## config.mk

```make
export PLATFORM = sky130hd
export DESIGN_NAME = nonce_dispatcher
export DESIGN_NICKNAME = d
export VERILOG_FILES = /design/src/rtl/nonce_dispatcher.sv
export SDC_FILE = /design/constraint.sdc
export NUM_CORES = 1
export LEC_CHECK = 0
export ABC_AREA = 1
export BUFFER_PORTS_ARGS = -buffer_cell sky130_fd_sc_hd__buf_2
export CAP_MARGIN = 10
export CORE_MARGIN = 2
export CORE_UTILIZATION = 57
export DETAILED_ROUTE_END_ITERATION = 8
export PLACE_DENSITY = 0.78
export SLEW_MARGIN = 25
export SYNTH_ARGS = -nofsm -noshare
export SYNTH_HDL_FRONTEND = slang
export SYNTH_HIERARCHICAL = 1
export SYNTH_SLANG_ARGS = --single-unit
```

## constraint.sdc

```tcl
create_clock -name clk -period 2.8 [get_ports clk]
set_input_delay 0.14 -clock clk [delete_from_list [all_inputs] [get_ports clk]]
set_output_delay 0.14 -clock clk [all_outputs]
set_load 0.02 [all_outputs]
```

## src/rtl/nonce_dispatcher.sv

```systemverilog
// rtl/nonce_dispatcher.sv - issues a contiguous nonce range for one mining job over valid/ready
//
// nonce_counter: WIDTH-bit up-counter with synchronous reset to INITIALCOUNT.
//   clk, rst    : clock, synchronous active-high reset (also used to clear per job)
//   inc         : add INCREMENT on the next rising edge
//   count       : registered count value
//
// nonce_dispatcher: loads a job (base, len) in IDLE and offers base + count
// to the hash core one nonce per accepted transfer until len nonces are
// consumed or the job is aborted.
//   clk, rst          : clock, synchronous active-high reset
//   start_i           : load a new job (IDLE only), samples base_i / len_i
//   base_i, len_i     : first nonce and number of nonces of the job
//   abort_i           : terminate the running job (RUN only)
//   nonce_o           : base + count, modulo 2^WIDTH
//   nonce_valid_o     : nonce_o is offered (state is RUN)
//   nonce_ready_i     : downstream accepts nonce_o this cycle
//   busy_o            : state is not IDLE
//   done_o            : one-cycle pulse when a job ends
//   aborted_o         : qualifies done_o, held until the next accepted start
//   issued_o          : nonces transferred in the current or last job

module nonce_counter #(
  parameter int                 WIDTH        = 32,
  parameter logic [WIDTH-1:0]   INITIALCOUNT = '0,
  parameter logic [WIDTH-1:0]   INCREMENT    = WIDTH'(1)
) (
  input  logic             clk,
  input  logic             rst,
  input  logic             inc,
  output logic [WIDTH-1:0] count
);

  logic [WIDTH-1:0] count_q;
  logic [WIDTH-1:0] count_d;

  always_comb begin
    count_d = count_q;
    if (inc) begin
      count_d = count_q + INCREMENT;
    end
  end

  always_ff @(posedge clk) begin
    if (rst) begin
      count_q <= INITIALCOUNT;
    end else begin
      count_q <= count_d;
    end
  end

  assign count = count_q;

endmodule

module nonce_dispatcher #(
  parameter int WIDTH = 32
) (
  input  logic             clk,
  input  logic             rst,
  input  logic             start_i,
  input  logic [WIDTH-1:0] base_i,
  input  logic [WIDTH-1:0] len_i,
  input  logic             abort_i,
  output logic [WIDTH-1:0] nonce_o,
  output logic             nonce_valid_o,
  input  logic             nonce_ready_i,
  output logic             busy_o,
  output logic             done_o,
  output logic             aborted_o,
  output logic [WIDTH-1:0] issued_o
);

  typedef enum logic {
    IDLE = 1'b0,
    RUN  = 1'b1
  } state_t;

  state_t           state_q;
  state_t           state_d;
  logic [WIDTH-1:0] base_q;
  logic [WIDTH-1:0] base_d;
  logic [WIDTH-1:0] len_q;
  logic [WIDTH-1:0] len_d;
  logic             done_q;
  logic             done_d;
  logic             aborted_q;
  logic             aborted_d;

  logic [WIDTH-1:0] count;
  logic             cnt_rst;
  logic             cnt_inc;
  logic             xfer;
  logic             last_xfer;
  logic             start_acc;

  // Transfers only happen while offering, so the counter can never run past len.
  assign xfer      = (state_q == RUN) && nonce_ready_i;
  // len is nonzero whenever we are in RUN, so len - 1 never underflows here.
  assign last_xfer = xfer && (count == (len_q - WIDTH'(1)));
  assign start_acc = (state_q == IDLE) && start_i;

  // Clearing the counter on an accepted start makes issued_o hold the last
  // job's total right up until the next job is loaded.
  assign cnt_rst = rst || start_acc;
  assign cnt_inc = xfer;

  nonce_counter #(
    .WIDTH        (WIDTH),
    .INITIALCOUNT ('0),
    .INCREMENT    (WIDTH'(1))
  ) u_counter (
    .clk   (clk),
    .rst   (cnt_rst),
    .inc   (cnt_inc),
    .count (count)
  );

  always_comb begin
    state_d   = state_q;
    base_d    = base_q;
    len_d     = len_q;
    done_d    = 1'b0;
    aborted_d = aborted_q;
    case (state_q)
      IDLE: begin
        if (start_i) begin
          base_d    = base_i;
          len_d     = len_i;
          aborted_d = 1'b0;
          if (len_i == '0) begin
            // Empty job: report completion without ever offering a nonce.
            done_d = 1'b1;
          end else begin
            state_d = RUN;
          end
        end
      end
      RUN: begin
        // A final transfer wins over a simultaneous abort: the job completed.
        if (last_xfer) begin
          state_d = IDLE;
          done_d  = 1'b1;
        end else if (abort_i) begin
          state_d   = IDLE;
          done_d    = 1'b1;
          aborted_d = 1'b1;
        end
      end
      default: begin
        state_d = IDLE;
      end
    endcase
  end

  always_ff @(posedge clk) begin
    if (rst) begin
      state_q   <= IDLE;
      base_q    <= '0;
      len_q     <= '0;
      done_q    <= 1'b0;
      aborted_q <= 1'b0;
    end else begin
      state_q   <= state_d;
      base_q    <= base_d;
      len_q     <= len_d;
      done_q    <= done_d;
      aborted_q <= aborted_d;
    end
  end

  // All outputs come from registers only; nonce_ready_i never reaches them combinationally.
  assign nonce_o       = base_q + count;
  assign nonce_valid_o = (state_q == RUN);
  assign busy_o        = (state_q != IDLE);
  assign done_o        = done_q;
  assign aborted_o     = aborted_q;
  assign issued_o      = count;

endmodule

```

==> summary.txt, run 1 <==
Clock network
  • H-tree levels: 3
  • Clock transition at the registers of the reported paths: 0.08 ns
  • Clock Tree Buf Depth: 2
  • CTS tree: done
  • Total CTS buffers: 9
  • Sink Count: 99
  • Root Buffer: clkbuf_16
  • Clk Latency, worst-skew pair: 0.36 ns

Global route
  • Pin count of the biggest net entering global routing: 83
  • Vias in the first global route: 7595
  • Total global-route track usage: 0.314
  • Initial antenna violation count: 0
  • Grt ovf: 0
  • First-pass GRT wire length: 36.0 mm

Logic synthesis
  • Post-synth top cells: nand2_1 (243), nor2_1 (200), inv_1 (122)
  • Synth warnings: 6
  • Share of flip-flops with an asynchronous set or reset: 0
  • Post-synth top area cell: dfxtp_1
  • Sequential share of the synthesized area: 0.262
  • Syn_area_per_cell: 6.41 um^2
  • Largest cells by area after synthesis: dfxtp_1 (26%), nand2_1 (12%), nor2_1 (9.9%)
  • Prevailing post-synth register cell: dfxtp_1
  • Syn nets: 1283
  • Post-synth EDFFs: 0
  • Mapped Cells: 1180
  • Yosys reg bits: 99
  • Post-synthesis cell type count: 50
  • Syn Std Cell Area: 0.00756 mm^2
  • Share of the synthesized area in the top cell type: 0.262
  • Most common cell in the netlist: nand2_1

Critical path
  • CP max FO: 3
  • Arrival time worst endpoint: 2.61 ns
  • Setup crit end kind: output pin
  • CP Data Required Time: 2.66 ns
  • Setup Crit Path Kind: reg2out
  • Most common cell on crit path: nand2_1
  • CP cell instances: ha_4 > inv_2 > fa_2 > o21ai_4 > a21oi_4 > o21ai_2 > nand2_1 > o211ai_1 > nand2_1 > nand3_2 > xor2_1 > buf_4
  • Critical path's slowest cell: fa_2
  • CP peak stage delay: 0.41 ns
  • Critical Path Start Type: flip-flop

STA
  • Period utilisation layout: 0.981
  • Final setup viols: 0
  • Hold Vio Cnt, Final: 0
  • Clk_skew: 0.0106 ns
  • FMAX: 364 MHz
  • Final max-slew violation count: 0
  • Worst relative slew slack: 0.457
  • Min cycle time layout: 2.75 ns
  • Worst slew pin tran: 0.815 ns
  • RSZ-0062 raised after global routing: yes

Floorplan
  • Row count: 42
  • Initial Utilization: 0.578
  • # IOs: 137
  • Die height: 119 um
  • Die width: 119 um
  • Die ar.: 0.0142 mm^2
  • Core area: 0.0131 mm^2

Drt
  • Drt via density: 5.35
  • Iter 0 DRT Violations: 608
  • DRC Markers: 0
  • Total Routed Length: 22.4 mm
  • Routed len/inst: 14.6 um
  • DRT antenna net count: 0
  • First-pass DRT Iterations: 5
  • Routed via count: 8190

Pwr
  • VDD IR max: 0.321 mV
  • Power consumption: 3.78 mW
  • P_leak: 4.60 nW
  • P per Cell Area: 414 mW/mm^2

Final layout
  • Post-Layout Cell Count: 1530
  • Area Growth Syn to Fin: 20.8%
  • Layout cells sized above 1: 0.236
  • Ant diodes: 0
  • Nets: 1452

Status
  • Status: finished, final reports clean

Placed design
  • DP HPWL: 16.7 mm
  • Placed cells: 1493
  • GP Congestion: 0.976
  • Port bufs: 136

Job
  • Max_cap viols: 0

Min path
  • HP Class: in2reg
## layer usage
metal / global-route usage / share of wire / vias up
li1: - / - / 4136
met1: 0.402 / 0.44 / 3736
met2: 0.530 / 0.47 / 281
met3: 0.0623 / 0.069 / 37
met4: 0.0975 / 0.022 / 0
met5: 0 / 0 / -
## where the power goes
group / internal (mW) / total (mW) / switching [mW]
Combinational: 0.322 / 0.914 / 0.592
Clock: 0.698 / 1.29 / 0.591
Sequential: 1.49 / 1.57 / 0.0850
## cell usage in the layout (no fill, tap or decap), types with 8 or more instances in the layout
| cell | count |
|---|---|
| inv_1 | 119 |
| xor2_1 | 35 |
| clkbuf_16 | 9 |
| nor2_1 | 199 |
| nand3_2 | 8 |
| xnor2_1 | 19 |
| nor4_1 | 10 |
| buf_2 | 131 |
| inv_2 | 12 |
| dlygate4sd3_1 | 8 |
| nand3b_1 | 8 |
| nor2_2 | 29 |
| nand4_1 | 21 |
| buf_4 | 46 |
| a21oi_1 | 73 |
| o21ai_0 | 88 |
| nand3_1 | 58 |
| ha_1 | 31 |
| nand2_2 | 30 |
| dfxtp_1 | 95 |
| nand2_1 | 240 |
| nor2_4 | 19 |
## registers in the layout, indices dropped and copies added (netlist names)
register,count
u_counter/count,32
len_q,32
aborted_o,1
base_q,32
busy_o,1
done_o,1
## worst paths after layout
kind,endpoint,slack [ns],start,cells after the start
setup / recovery,nonce_o[30],0.05,base_q[0]$_SDFFE_PP0P_,12
setup reg to reg,aborted_o$_SDFFE_PP0P_,0.55,len_q[0]$_SDFFE_PP0P_,13
hold / removal,base_q[25]$_SDFFE_PP0P_,0.007,base_i[25],3
hold reg to reg,aborted_o$_SDFFE_PP0P_,0.46,aborted_o$_SDFFE_PP0P_,2
## layout make-up
type                       count  area (um^2)
clock buffer                   9          225
clock inverter                 7         75.1
fill                        1175         3950
inverter                     134          507
multi-input combinational    920         5040
sequential                    99         1990
tap                          176          220
timing repair buffer         185         1080
## per-stage QoR
| stage | util | area, um^2 | hold WS [ns] | setup TNS [ns] | worst slack [ns] |
|---|---|---|---|---|---|
| 2_1_floorplan | - | 7560 | 0.209 | 0 | 0.249 |
| 3_3_place_gp | 0.654 | 8550 | 0.316 | 0 | 0.282 |
| 3_5_place_dp | 0.654 | 8550 | 0.317 | 0 | 0.219 |
| 4_1_cts | 0.685 | 8970 | 0.000430 | 0 | 0.0204 |
| 5_1_grt | 0.698 | 9130 | 0.00532 | -0.238 | -0.0696 |
| 6_report | 0.698 | 9130 | 0.00744 | 0 | 0.0529 |
## worst max-delay path: cells and delay by family, from the launching register on
family,cells,cell delay (ns)
AND/OR/NAND/NOR,3,0.26
adder cells (fa/ha/maj),2,0.55
flip-flops,1,0.36
buffers and inverters,2,0.19
XOR/XNOR,1,0.14
AO/OA/AOI/OAI,4,0.72
## cell families after synthesis
logic type | share of synthesized area
AO/OA/AOI/OAI | 0.139
buffers and inverters | 0.0828
adder cells (fa/ha/maj) | 0.0573
AND/OR/NAND/NOR | 0.397
XOR/XNOR | 0.0626
flip-flops | 0.262
## timing repair
item | CTS | global route
endpoints found under the setup margin | 7 | 14
gates resized for setup | 5 | 23
hold endpoints to repair | 8 | 0
pin swaps | 3 | 11
buffers inserted | 2 | 11
hold buffers | 8 | 0
No activity file was read; power rests on OpenSTA's default activity.
==> run 2: changes to the inputs <==
ABC_AREA = default   (was 1)
CORE_UTILIZATION = 30   (was 57)
PLACE_DENSITY = 0.46   (was 0.78)
TNS_END_PERCENT = 5   (was default)
==> summary.txt, run 2 <==
Status
  • Status: finished with violations
  • Failing checks: negative setup slack

Logic synthesis
  • Prevailing post-synth register cell: dfxtp_1
  • Most common cell in the netlist: nand2_1
  • Mapped Cells: 877
  • Post-synthesis cell type count: 74
  • Post-synth EDFFs: 0
  • Largest cells by area after synthesis: dfxtp_1 (29%), nand2_1 (9.3%), a21oi_1 (7.1%)
  • Syn Std Cell Area: 0.00676 mm^2
  • Syn_area_per_cell: 7.70 um^2
  • Post-synth top area cell: dfxtp_1
  • Share of flip-flops with an asynchronous set or reset: 0
  • Syn nets: 980
  • Sequential share of the synthesized area: 0.293
  • Synth warnings: 6
  • Yosys reg bits: 99
  • Share of the synthesized area in the top cell type: 0.293
  • Post-synth top cells: nand2_1 (168), dfxtp_1 (99), a21oi_1 (96)

Clock network
  • Clock Tree Buf Depth: 2
  • Sink Count: 99
  • Root Buffer: clkbuf_16
  • Total CTS buffers: 9
  • Clock transition at the registers of the reported paths: 0.08 ns
  • H-tree levels: 3
  • Clk Latency, worst-skew pair: 0.35 ns
  • CTS tree: done

Final layout
  • Post-route cell area: 0.00918 mm^2
  • Commonest cells after routing, fill and taps aside: nand2_1 (166), buf_4 (128), buf_2 (122), a21oi_1 (89), dfxtp_1 (86)
  • Ant diodes: 0
  • Final-layout fill cell count: 2276
  • Commonest non-fill, non-tap cell in the layout: nand2_1
  • Area Growth Syn to Fin: 35.9%
  • Layout cells sized above 1: 0.325
  • Nets: 1204

STA
  • Worst relative slew slack: 0.459
  • Setup slack after layout: -0.185 ns
  • Period utilisation layout: 1.07
  • Min cycle time layout: 2.98 ns
  • Worst slew pin tran: 0.811 ns
  • Final max-slew violation count: 0
  • FMAX: 335 MHz
  • Final setup viols: 11
  • RSZ-0062 raised after global routing: yes
  • Clk_skew: 0.00936 ns
  • Final setup TNS: -1.10 ns
  • Hold Vio Cnt, Final: 0

Critical path
  • CP Data Required Time: 2.66 ns
  • Critical Path Start Type: flip-flop
  • R2r worst-path depth: 11
  • CP cell instances: ha_4 > inv_2 > fa_2 > nor2b_4 > o21bai_2 > buf_4 > a211o_1 > nand2_2 > o2111ai_2 > a31oi_2 > nor4_1 > a311o_1 > buf_6
  • Setup crit end kind: output pin
  • Arrival time worst endpoint: 2.84 ns
  • CP peak stage delay: 0.38 ns
  • CP max FO: 2
  • Setup Crit Path Kind: reg2out
  • Critical path's slowest cell: fa_2

Floorplan
  • Row count: 54
  • # IOs: 137
  • Die width: 154 um
  • Die ar.: 0.0237 mm^2
  • Die height: 154 um
  • Initial Utilization: 0.308
  • Core area: 0.0220 mm^2

Placed design
  • DP HPWL: 17.7 mm
  • Port bufs: 136
  • Placed inst area: 0.00849 mm^2
  • GP Congestion: 0.884

Pwr
  • VDD IR max: 0.245 mV
  • P per Cell Area: 389 mW/mm^2
  • P_leak: 4.12 nW

Job
  • Max_cap viols: 0

Drt
  • Routed len/inst: 16.3 um
  • Drt via density: 5.04
  • First-pass DRT Iterations: 5
  • Total Routed Length: 22.6 mm
  • DRT antenna net count: 0
  • Iter 0 DRT Violations: 270
  • DRC Markers: 0
  • Routed via count: 6979

Global route
  • Pin count of the biggest net entering global routing: 68
  • Total global-route track usage: 0.192
  • First-pass GRT wire length: 36.4 mm
  • Grt ovf: 0
  • Initial antenna violation count: 0
  • Vias in the first global route: 6883

Min path
  • Worst hold path stage count: 3
  • HP Class: in2reg
==> run 2: cells by family (layout without fill, tap and decap cells) <==
| family | after synthesis | in the layout | synth area share |
|---|---|---|---|
| XOR/XNOR | 72 | 72 | 0.0934 |
| AO/OA/AOI/OAI | 200 | 200 | 0.185 |
| flip-flops | 99 | 99 | 0.293 |
| buffers and inverters | 63 | 292 | 0.0382 |
| adder cells (fa/ha/maj) | 34 | 34 | 0.0641 |
| multiplexers | 17 | 17 | 0.0274 |
| AND/OR/NAND/NOR | 392 | 392 | 0.299 |
==> run 2: metrics by stage <==
stage | power [mW] | utilization | setup slack (ns) | std cells | hold WS, ns
detailed placement | 2.33 | 0.387 | -0.133 | 1363 | 0.386
finish | 3.57 | 0.418 | -0.185 | 1386 | 0.00628
CTS | 3.60 | 0.413 | -0.230 | 1384 | 0.00331
global route | 3.77 | 0.418 | -0.323 | 1386 | 0.0119
global placement | 2.33 | 0.387 | -0.100 | 1363 | 0.382
floorplan | 2.02 | - | -0.00759 | 877 | 0.276
==> run 2: layout make-up <==
type                    count  area, um^2  share of cell area
repair buffers            254        1620               0.177
clock buffers               9         225              0.0245
well taps                 280         350              0.0382
flip-flops and latches     99        2000               0.218
multi-input cells         715        4840               0.527
clock inverters             7        57.6             0.00627
inverters                  22        82.6             0.00900
==> run 2: path summary, 6_finish.rpt <==
| check | slack [ns] | start | endpoint |
|---|---|---|---|
| worst max-delay path | -0.18 | u_counter/count[0]$_SDFFE_PP0P_ | nonce_o[20] |
| worst min-delay path | 0.006 | base_i[8] | base_q[8]$_SDFFE_PP0P_ |
| worst max register to register | 0.06 | len_q[0]$_SDFFE_PP0P_ | done_o$_SDFF_PP0_ |
| worst min register to register | 0.46 | base_q[29]$_SDFFE_PP0P_ | base_q[29]$_SDFFE_PP0P_ |
==> run 2: where the power goes <==
| group | total (mW) | leakage, nW | internal [mW] | switching, mW |
|---|---|---|---|---|
| Sequential | 1.52 | 0.814 | 1.47 | 0.0517 |
| Combinational | 0.813 | 3.17 | 0.365 | 0.448 |
| Clock | 1.24 | 0.135 | 0.619 | 0.620 |
| Total | 3.57 | 4.12 | 2.45 | 1.12 |
==> run 2: per-layer routing <==
layer  GRT usage  routed length [um]  vias up
met4      0.0392                 223        0
li1            -                   -     3588
met5           0                   0        -
met2       0.349               11200      138
met1       0.240               10300     3240
met3      0.0313                 855       13
==> run 2: timing repair <==
| item | CTS | global route |
|---|---|---|
| resized for setup | 55 | 22 |
| hold buffers | 2 | 0 |
| endpoints found under the setup margin | 21 | 22 |
| hold endpoints to repair | 2 | 0 |
| pin swaps | 27 | 5 |
| setup buffers | 3 | 2 |
==> run 2: worst max-delay path: cells and delay by family, from the launching register on <==
family / cells / cell delay [ns]
flops: 1 / 0.35
buf+inv: 3 / 0.32
simple gates: 3 / 0.28
compound gates: 5 / 1.03
fa+ha+maj: 2 / 0.52
==> run 3: changes to the inputs <==
HOLD_SLACK_MARGIN = 0.1   (was default)
PLACE_DENSITY = 0.5   (was 0.46)
==> summary.txt, run 3 (synthesized netlist as in run 2, its figures left out) <==
Critical path
  • R2r startpoint: len_q[0]$_SDFFE_PP0P_
  • R2R Path End: busy_o$_SDFF_PP0_
  • CP max FO: 2
  • Arrival time worst endpoint: 2.88 ns
  • CP cell instances: ha_4 > inv_2 > fa_2 > nor2b_2 > o21bai_2 > buf_4 > a211o_1 > nand2_2 > o2111ai_2 > a31oi_2 > nor4_1 > a311o_1 > buf_6
  • FF-to-FF setup slack: 0.07 ns
  • Critical Path End: nonce_o[20]
  • Setup crit end kind: output pin
  • Crit path max-delay family: compound AO/OA/AOI/OAI gates
  • CP Data Required Time: 2.66 ns
  • Critical path startpoint: base_q[0]$_SDFFE_PP0P_
  • Critical Path Start Type: flip-flop
  • Setup Crit Path Kind: reg2out
  • Worst path buffer plus inverter count: 3
  • R2r worst-path depth: 10
  • Stages on worst setup path: 13
  • Critical path's slowest cell: fa_2
  • CP peak stage delay: 0.37 ns

Job
  • Max_cap viols: 0

STA
  • RSZ-0062 raised after global routing: yes
  • Final max-slew violation count: 0
  • Min Hold Slack: 0.113 ns
  • Final setup TNS: -1.60 ns
  • Final setup viols: 12
  • Clk_skew: 0.00957 ns
  • Min cycle time layout: 3.02 ns
  • Hold Vio Cnt, Final: 0
  • FMAX: 331 MHz
  • Setup slack after layout: -0.224 ns
  • Worst relative slew slack: 0.468
  • Period utilisation layout: 1.08
  • Worst slew pin tran: 0.798 ns

Clock network
  • Total CTS buffers: 9
  • CTS tree: done
  • Clock transition at the registers of the reported paths: 0.07 ns
  • Clock Tree Buf Depth: 2
  • Clk Latency, worst-skew pair: 0.36 ns
  • H-tree levels: 3
  • Root Buffer: clkbuf_16
  • Sink Count: 99

Floorplan
  • Die width: 154 um
  • Die ar.: 0.0237 mm^2
  • # IOs: 137
  • Core area: 0.0220 mm^2
  • Die height: 154 um
  • Row count: 54
  • Initial Utilization: 0.308

Status
  • Status: finished with violations
  • Failing checks: negative setup slack

Final layout
  • Post-Layout Cell Count: 1448
  • Nets: 1266
  • Commonest non-fill, non-tap cell in the layout: nand2_1
  • Commonest cells after routing, fill and taps aside: nand2_1 (166), buf_4 (128), buf_2 (123), a21oi_1 (85), dfxtp_1 (83)
  • Layout cells sized above 1: 0.322
  • Area Growth Syn to Fin: 46.5%
  • Ant diodes: 0

Placed design
  • Placed cells: 1362
  • Worst slack, placed: -0.225 ns
  • GP Congestion: 0.850
  • Port bufs: 136
  • DP HPWL: 17.2 mm

Drt
  • First-pass DRT Iterations: 5
  • Total Routed Length: 23.5 mm
  • DRT antenna net count: 0
  • DRC Markers: 0
  • Routed len/inst: 16.3 um
  • Drt via density: 5.06
  • Routed via count: 7332
  • Iter 0 DRT Violations: 326

Global route
  • Pin count of the biggest net entering global routing: 68
  • Vias in the first global route: 7096
  • Initial antenna violation count: 0
  • First-pass GRT wire length: 36.9 mm
  • Total global-route track usage: 0.196
  • Grt ovf: 0

Min path
  • HP Class: in2reg

Pwr
  • Power consumption: 3.69 mW
  • P_leak: 4.44 nW
  • P per Cell Area: 373 mW/mm^2
  • VDD IR max: 0.301 mV
[run 3: worst min-delay path by stage]
stage	from	endpoint	slack (ns)	cells after the start
2_1_floorplan	base_i[0]	base_q[0]$_SDFFE_PP0P_	0.28	2
3_3_place_gp	base_i[0]	base_q[0]$_SDFFE_PP0P_	0.38	3
3_5_place_dp	base_i[2]	base_q[2]$_SDFFE_PP0P_	0.39	3
4_1_cts	abort_i	done_o$_SDFF_PP0_	0.10	3
5_1_grt	abort_i	done_o$_SDFF_PP0_	0.12	3
6_report	abort_i	done_o$_SDFF_PP0_	0.11	3
[run 3: metal layers]
layer / global-route usage / up-vias / wire (um)
met1: 0.244 / 3459 / 10600
li1: - / 3710 / -
met3: 0.0310 / 17 / 952
met2: 0.349 / 146 / 11700
met4: 0.0552 / 0 / 312
met5: 0 / - / 0
[run 3: repair_timing]
item / in CTS / in global routing
buffers inserted: 5 / 3
endpoints found under the setup margin: 21 / 23
endpoints found under the hold margin: 62 / 0
gates resized for setup: 52 / 49
hold buffers: 62 / 0
pin swaps: 25 / 19
[run 3: layout make-up]
cell class                      instances  area, um^2
Tap cell                              280         350
Multi-Input combinational cell        715        4940
Fill cell                            2237       12100
Timing Repair Buffer                  316        2230
Inverter                               22        82.6
Clock inverter                          5        60.1
Clock buffer                           11         233
Sequential cell                        99        2000
[run 3: power breakdown]
group          leakage [nW]  switching, mW  internal, mW
clock                 0.141          0.604         0.701
combinational          3.48          0.454         0.405
sequential            0.816         0.0583          1.47
total                  4.44           1.12          2.57
[run 3: per-stage QoR]
stage           util  instance area [um^2]
2_1_floorplan      -                  6780
3_3_place_gp   0.386                  8470
3_5_place_dp   0.386                  8470
4_1_cts        0.439                  9640
5_1_grt        0.451                  9900
6_report       0.451                  9900
[run 3: worst reg2reg max path, cell delays in order, from the launching register on]
cell and delay, ns:
dfxtp_1 0.31, inv_1 0.05, ha_1 0.20, or4b_4 0.50
nor3_4 0.16, nand2_1 0.11, xnor2_1 0.15, or4_4 0.53
nor4b_4 0.26, nand4_1 0.16, and3b_1 0.21
